**src/rtl/spi_master_ctrl.sv**
```systemverilog
// spi_master_ctrl
//   System-side SPI master (mode 0) for the SPI slave register-file block.
//   One request produces a 2-byte frame {rw, addr, data}, shifted MSB-first.
//   MISO is captured on SCK rising edges; the last DATA_WIDTH bits captured
//   form the read byte. Every output is registered.
//
// Ports
//   i_sys_clk   system clock, rising edge
//   i_rst       synchronous reset, active high
//   i_start     request strobe, taken only while idle (o_busy = 0)
//   i_rw        1 = write, 0 = read
//   i_addr      register address (DATA_WIDTH-1 bits)
//   i_wr_data   write data, ignored for reads
//   o_busy      high from the cycle after accept until the idle gap ends
//   o_rd_data   last read byte, held until the next read completes
//   o_rd_valid  1-cycle pulse when a read frame completes
//   o_done      1-cycle pulse when any frame completes
//   o_spi_sck   SPI clock, idles low
//   o_spi_mosi  SPI data out
//   o_spi_cs    chip select, active low
//   i_spi_miso  SPI data in
module spi_master_ctrl #(
  parameter int unsigned DATA_WIDTH = 8,
  parameter int unsigned CLK_DIV    = 4,
  parameter int unsigned CS_SETUP   = 2,
  parameter int unsigned CS_HOLD    = 2,
  parameter int unsigned CS_IDLE    = 2
) (
  input  logic                  i_sys_clk,
  input  logic                  i_rst,
  input  logic                  i_start,
  input  logic                  i_rw,
  input  logic [DATA_WIDTH-2:0] i_addr,
  input  logic [DATA_WIDTH-1:0] i_wr_data,
  output logic                  o_busy,
  output logic [DATA_WIDTH-1:0] o_rd_data,
  output logic                  o_rd_valid,
  output logic                  o_done,
  output logic                  o_spi_sck,
  output logic                  o_spi_mosi,
  output logic                  o_spi_cs,
  input  logic                  i_spi_miso
);

  localparam int unsigned FRAME_W = 2 * DATA_WIDTH;
  localparam int unsigned CNT_MAX = (CS_SETUP > CS_HOLD)
                                  ? ((CS_SETUP > CS_IDLE) ? CS_SETUP : CS_IDLE)
                                  : ((CS_HOLD  > CS_IDLE) ? CS_HOLD  : CS_IDLE);
  localparam int unsigned CNT_W   = (CNT_MAX > 1) ? $clog2(CNT_MAX) : 1;
  localparam int unsigned DIV_W   = (CLK_DIV > 1) ? $clog2(CLK_DIV) : 1;
  localparam int unsigned BIT_W   = $clog2(FRAME_W);

  typedef enum logic [2:0] {
    S_IDLE,
    S_SETUP,
    S_XFER,
    S_HOLD,
    S_GAP
  } state_t;

  state_t                  state_q, state_d;
  logic [CNT_W-1:0]        cnt_q, cnt_d;
  logic [DIV_W-1:0]        div_q, div_d;
  logic [BIT_W-1:0]        bit_q, bit_d;
  logic [FRAME_W-1:0]      tx_q, tx_d;
  logic [DATA_WIDTH-1:0]   rx_q, rx_d;
  logic                    rw_q, rw_d;
  logic                    sck_q, sck_d;
  logic                    mosi_q, mosi_d;
  logic                    cs_q, cs_d;
  logic                    busy_q, busy_d;
  logic                    done_q, done_d;
  logic                    rd_valid_q, rd_valid_d;
  logic [DATA_WIDTH-1:0]   rd_data_q, rd_data_d;
  logic [DATA_WIDTH-1:0]   wr_byte;

  assign wr_byte = i_rw ? i_wr_data : '0;

  always_ff @(posedge i_sys_clk) begin
    if (i_rst) begin
      state_q    <= S_IDLE;
      cnt_q      <= '0;
      div_q      <= '0;
      bit_q      <= '0;
      tx_q       <= '0;
      rx_q       <= '0;
      rw_q       <= 1'b0;
      sck_q      <= 1'b0;
      mosi_q     <= 1'b0;
      cs_q       <= 1'b1;
      busy_q     <= 1'b0;
      done_q     <= 1'b0;
      rd_valid_q <= 1'b0;
      rd_data_q  <= '0;
    end else begin
      state_q    <= state_d;
      cnt_q      <= cnt_d;
      div_q      <= div_d;
      bit_q      <= bit_d;
      tx_q       <= tx_d;
      rx_q       <= rx_d;
      rw_q       <= rw_d;
      sck_q      <= sck_d;
      mosi_q     <= mosi_d;
      cs_q       <= cs_d;
      busy_q     <= busy_d;
      done_q     <= done_d;
      rd_valid_q <= rd_valid_d;
      rd_data_q  <= rd_data_d;
    end
  end

  // Next-state logic also produces the next value of every output, so the
  // pins come straight from flops and line up with the state they belong to.
  always_comb begin
    state_d    = state_q;
    cnt_d      = cnt_q;
    div_d      = div_q;
    bit_d      = bit_q;
    tx_d       = tx_q;
    rx_d       = rx_q;
    rw_d       = rw_q;
    sck_d      = sck_q;
    mosi_d     = mosi_q;
    cs_d       = cs_q;
    busy_d     = busy_q;
    done_d     = 1'b0;
    rd_valid_d = 1'b0;
    rd_data_d  = rd_data_q;

    case (state_q)
      S_IDLE: begin
        busy_d = 1'b0;
        if (i_start) begin
          state_d = S_SETUP;
          cnt_d   = '0;
          busy_d  = 1'b1;
          cs_d    = 1'b0;
          rw_d    = i_rw;
          tx_d    = {i_rw, i_addr, wr_byte};
          mosi_d  = i_rw;  // frame MSB is the rw flag
        end
      end

      S_SETUP: begin
        if (cnt_q == CNT_W'(CS_SETUP - 1)) begin
          state_d = S_XFER;
          div_d   = '0;
          bit_d   = '0;
        end else begin
          cnt_d = cnt_q + 1'b1;
        end
      end

      S_XFER: begin
        if (div_q == DIV_W'(CLK_DIV - 1)) begin
          div_d = '0;
          sck_d = ~sck_q;
          if (!sck_q) begin
            rx_d = {rx_q[DATA_WIDTH-2:0], i_spi_miso};
          end else begin
            tx_d   = {tx_q[FRAME_W-2:0], 1'b0};
            mosi_d = tx_q[FRAME_W-2];
            bit_d  = bit_q + 1'b1;
            if (bit_q == BIT_W'(FRAME_W - 1)) begin
              state_d = S_HOLD;
              cnt_d   = '0;
              mosi_d  = 1'b0;
            end
          end
        end else begin
          div_d = div_q + 1'b1;
        end
      end

      S_HOLD: begin
        if (cnt_q == CNT_W'(CS_HOLD - 1)) begin
          state_d = S_GAP;
          cnt_d   = '0;
          cs_d    = 1'b1;
          done_d  = 1'b1;
          if (!rw_q) begin
            rd_valid_d = 1'b1;
            rd_data_d  = rx_q;
          end
        end else begin
          cnt_d = cnt_q + 1'b1;
        end
      end

      S_GAP: begin
        if (cnt_q == CNT_W'(CS_IDLE - 1)) begin
          state_d = S_IDLE;
          busy_d  = 1'b0;
        end else begin
          cnt_d = cnt_q + 1'b1;
        end
      end

      default: begin
        state_d = S_IDLE;
        cs_d    = 1'b1;
        sck_d   = 1'b0;
        mosi_d  = 1'b0;
        busy_d  = 1'b0;
      end
    endcase
  end

  assign o_busy     = busy_q;
  assign o_rd_data  = rd_data_q;
  assign o_rd_valid = rd_valid_q;
  assign o_done     = done_q;
  assign o_spi_sck  = sck_q;
  assign o_spi_mosi = mosi_q;
  assign o_spi_cs   = cs_q;

endmodule

```
**config.mk**
```make
export PLATFORM = sky130hd
export DESIGN_NAME = spi_master_ctrl
export DESIGN_NICKNAME = d
export VERILOG_FILES = /design/src/rtl/spi_master_ctrl.sv
export SDC_FILE = /design/constraint.sdc
export NUM_CORES = 1
export LEC_CHECK = 0
export CAP_MARGIN = 20
export CORE_MARGIN = 1
export CORE_UTILIZATION = 35
export CTS_CLUSTER_SIZE = 20
export DETAILED_ROUTE_END_ITERATION = 7
export GPL_ROUTABILITY_DRIVEN = 0
export PLACE_DENSITY = 0.6
export SLEW_MARGIN = 20
export SYNTH_ARGS = -nofsm -noshare
export SYNTH_HDL_FRONTEND = slang
export SYNTH_SLANG_ARGS = --single-unit
```
**constraint.sdc**
```tcl
create_clock -name i_sys_clk -period 1.8 [get_ports i_sys_clk]
set_clock_uncertainty 0.1 [all_clocks]
set_input_delay 0.18 -clock i_sys_clk [delete_from_list [all_inputs] [get_ports i_sys_clk]]
set_output_delay 0.18 -clock i_sys_clk [all_outputs]
set_load 0.005 [all_outputs]
```
==> results.json <==
{
  "outcome": "complete, no violations",
  "die_w_um": 79.2,
  "grt_pass1_vias": 1734,
  "synth_cell_type_count": 39,
  "antenna_left": 0,
  "final-setup-viol-count": 0,
  "placed_area_um2": 2590,
  "cts_max_level": 2,
  "dp_hpwl_um": 2900,
  "vias": 1774,
  "design_area_um2": 2690,
  "syn-num-nets": 261,
  "finalCriticalPeriod_ns": 1.67,
  "cts_hold_buf": 0,
  "max_freq_mhz": 601,
  "coreArea_um2": 5610,
  "power_frac_comb": 0.232,
  "avgSynthCellArea_um2": 8.72,
  "ys_seq_area_frac": 0.461,
  "fin_tns_setup_ns": 0,
  "port_buffers": 33,
  "mostFrequentLayoutCell": "dfxtp_1",
  "worst_slew_pin_slew_ns": 0.375,
  "power_switching_mw": 0.728,
  "worst_setup_path_end_kind": "register",
  "power_density_nw_per_um2": 948,
  "synthCells": 239,
  "drcViolationCount": 0,
  "dr.first_iter.drc_count": 75,
  "drv_cap": 0,
  "clock_latency_ns": 0.30,
  "wirelength_um": 4370,
  "grt.overflow.total": 0,
  "wl_per_cell_um": 12.5,
  "clk_pin_slew_ns": 0.08,
  "post_cts_buffers": 0,
  "firstDrtPassIters": 4,
  "drv_slew": 0,
  "rows": 27,
  "layout_common_cells": "46 x dfxtp_1, 40 x nor2_1, 33 x clkdlybuf4s50_1, 31 x nand2_1, 17 x mux2i_1",
  "placedCellCount": 343,
  "grt_util_all_layers": 0.155,
  "syn_area_um2": 2080,
  "swShare": 0.286,
  "dieArea_um2": 6260,
  "start_util": 0.371,
  "syn_to_final_growth_pct": 28.9,
  "cts_tree": "done",
  "cts_buffers": 5,
  "grt_pass1_wl_um": 7800,
  "min_path_type": "reg -> reg",
  "p_clk_frac": 0.265,
  "timing.final.crit_share": 0.925,
  "cts.sinks": 48,
  "final_hold_viol_count": 0,
  "instances_no_fill": 350,
  "leakagePower_nw": 0.955,
  "cts_buffer_depth": 2,
  "antenna_found_initial": 0,
  "power.total_mw": 2.55,
  "ir_worst_vdd_v": 0.000486,
  "final_layout_size_suffix_gt1_frac": 0.112,
  "die_h_um": 79.2,
  "viasPerCell": 5.07,
  "seq_power_share": 0.503,
  "slew_headroom": 0.748,
  "ys_ff_latch": 48,
  "worstSetupStartpointType": "register",
  "crit_path_max_fanout": 3,
  "cp.arrival_ns": 1.75,
  "worst-setup-path-type": "reg -> reg",
  "grt_max_degree": 51,
  "cts-root-buf": "clkbuf_8",
  "required_ns": 1.89,
  "final_nets": 300,
  "n_antenna_cell": 0,
  "p_int_mw": 1.82,
  "yosys_warnings": 0,
  "num_io_pins": 34
}
-- worst paths after layout --
| kind | from | endpoint | slack, ns | cells past startpoint |
|---|---|---|---|---|
| worst max-delay path | div_q[0] | state_q[0] | 0.13 | 5 |
| worst min-delay path | o_spi_cs | o_spi_cs | 0.34 | 2 |
| worst max register to register | div_q[0] | state_q[0] | 0.13 | 5 |
| worst min register to register | o_spi_cs | o_spi_cs | 0.34 | 2 |
-- metrics by stage --
stage,hold slack [ns],worst slack [ns],utilization
after CTS,0.353,0.0545,0.478
final,0.344,0.135,0.479
after detailed placement,0.341,0.0533,0.461
after floorplan,0.227,0.215,-
after global routing,0.369,-0.0118,0.479
after global placement,0.337,0.107,0.461
-- power by group through the flow --
stage	sequential [mW]	clock (mW)	combinational, mW
4_1_cts	1.28	0.707	0.598
5_1_grt	1.30	0.753	0.670
6_report	1.28	0.675	0.590
2_1_floorplan	1.24	0	0.430
3_3_place_gp	1.30	0	0.582
3_5_place_dp	1.30	0	0.596
-- cells by family after synthesis --
logic type	count (synthesis)	share of synthesized area
flops	48	0.461
buf+inv	20	0.0414
simple gates	108	0.250
mux	19	0.0925
compound gates	42	0.143
fa+ha+maj	2	0.0120
-- critical path, stage by stage (launching register included) --
cell and delay (ns):
dfxtp_1 0.36, ha_1 0.18, nand3_1 0.15, a32oi_1 0.29
o21ai_1 0.17, mux2_2 0.30
-- synthesized netlist by cell type --
master	n	share of area
nor3_4	1	0.0078
nand3b_2	1	0.0054
clkbuf_1	8	0.014
nor4_1	2	0.0060
nand4bb_1	1	0.0054
a32oi_1	1	0.0042
inv_1	4	0.0072
or3b_1	2	0.0084
nand2_1	31	0.056
and3b_1	1	0.0042
a21o_1	1	0.0036
mux2_2	2	0.011
buf_2	6	0.014
o21ai_1	2	0.0048
nor3b_4	1	0.0090
a311oi_1	15	0.063
nor2_1	40	0.072
ha_1	2	0.012
mux2i_1	17	0.082
nor2b_1	1	0.0030
or4_1	1	0.0036
a21boi_0	1	0.0036
nand2b_1	4	0.012
o2111ai_1	1	0.0042
o21ai_0	3	0.0072
nand3_1	12	0.029
buf_1	1	0.0018
a31oi_1	3	0.0090
dfxtp_1	48	0.46
and3_1	1	0.0030
a21oi_1	11	0.026
a21boi_1	1	0.0036
nor3_1	6	0.014
buf_4	1	0.0036
a32o_1	1	0.0048
and4b_1	1	0.0048
nor2_2	1	0.0030
nand4_1	1	0.0030
a221oi_1	2	0.0084
-- sequential cells by signal, indices dropped and copies added (netlist names), 2 cells and up --
signal and cells:
bit_q 4, div_q 2, o_rd_data 8, rx_q 8
state_q 3, tx_q 15
-- routing by layer --
layer / track usage / share of wire / vias up
met5: 0 / 0 / -
met4: 0.0600 / 0.016 / 0
met3: 0.0356 / 0.051 / 7
met2: 0.247 / 0.45 / 33
met1: 0.203 / 0.49 / 810
li1: - / - / 924
-- final cells by class --
cell class | instances | area (µm²)
Clock buffer | 7 | 96.3
Fill cell | 576 | 2920
Inverter | 4 | 15.0
Multi-Input combinational cell | 171 | 1040
Sequential cell | 48 | 963
Tap cell | 72 | 90.1
Timing Repair Buffer | 48 | 480
-- timing repair --
item,CTS,global route
resized for setup,0,2
endpoints found under the setup margin,0,26
endpoints found under the hold margin,0,0
(Power assumes the default switching activity.)
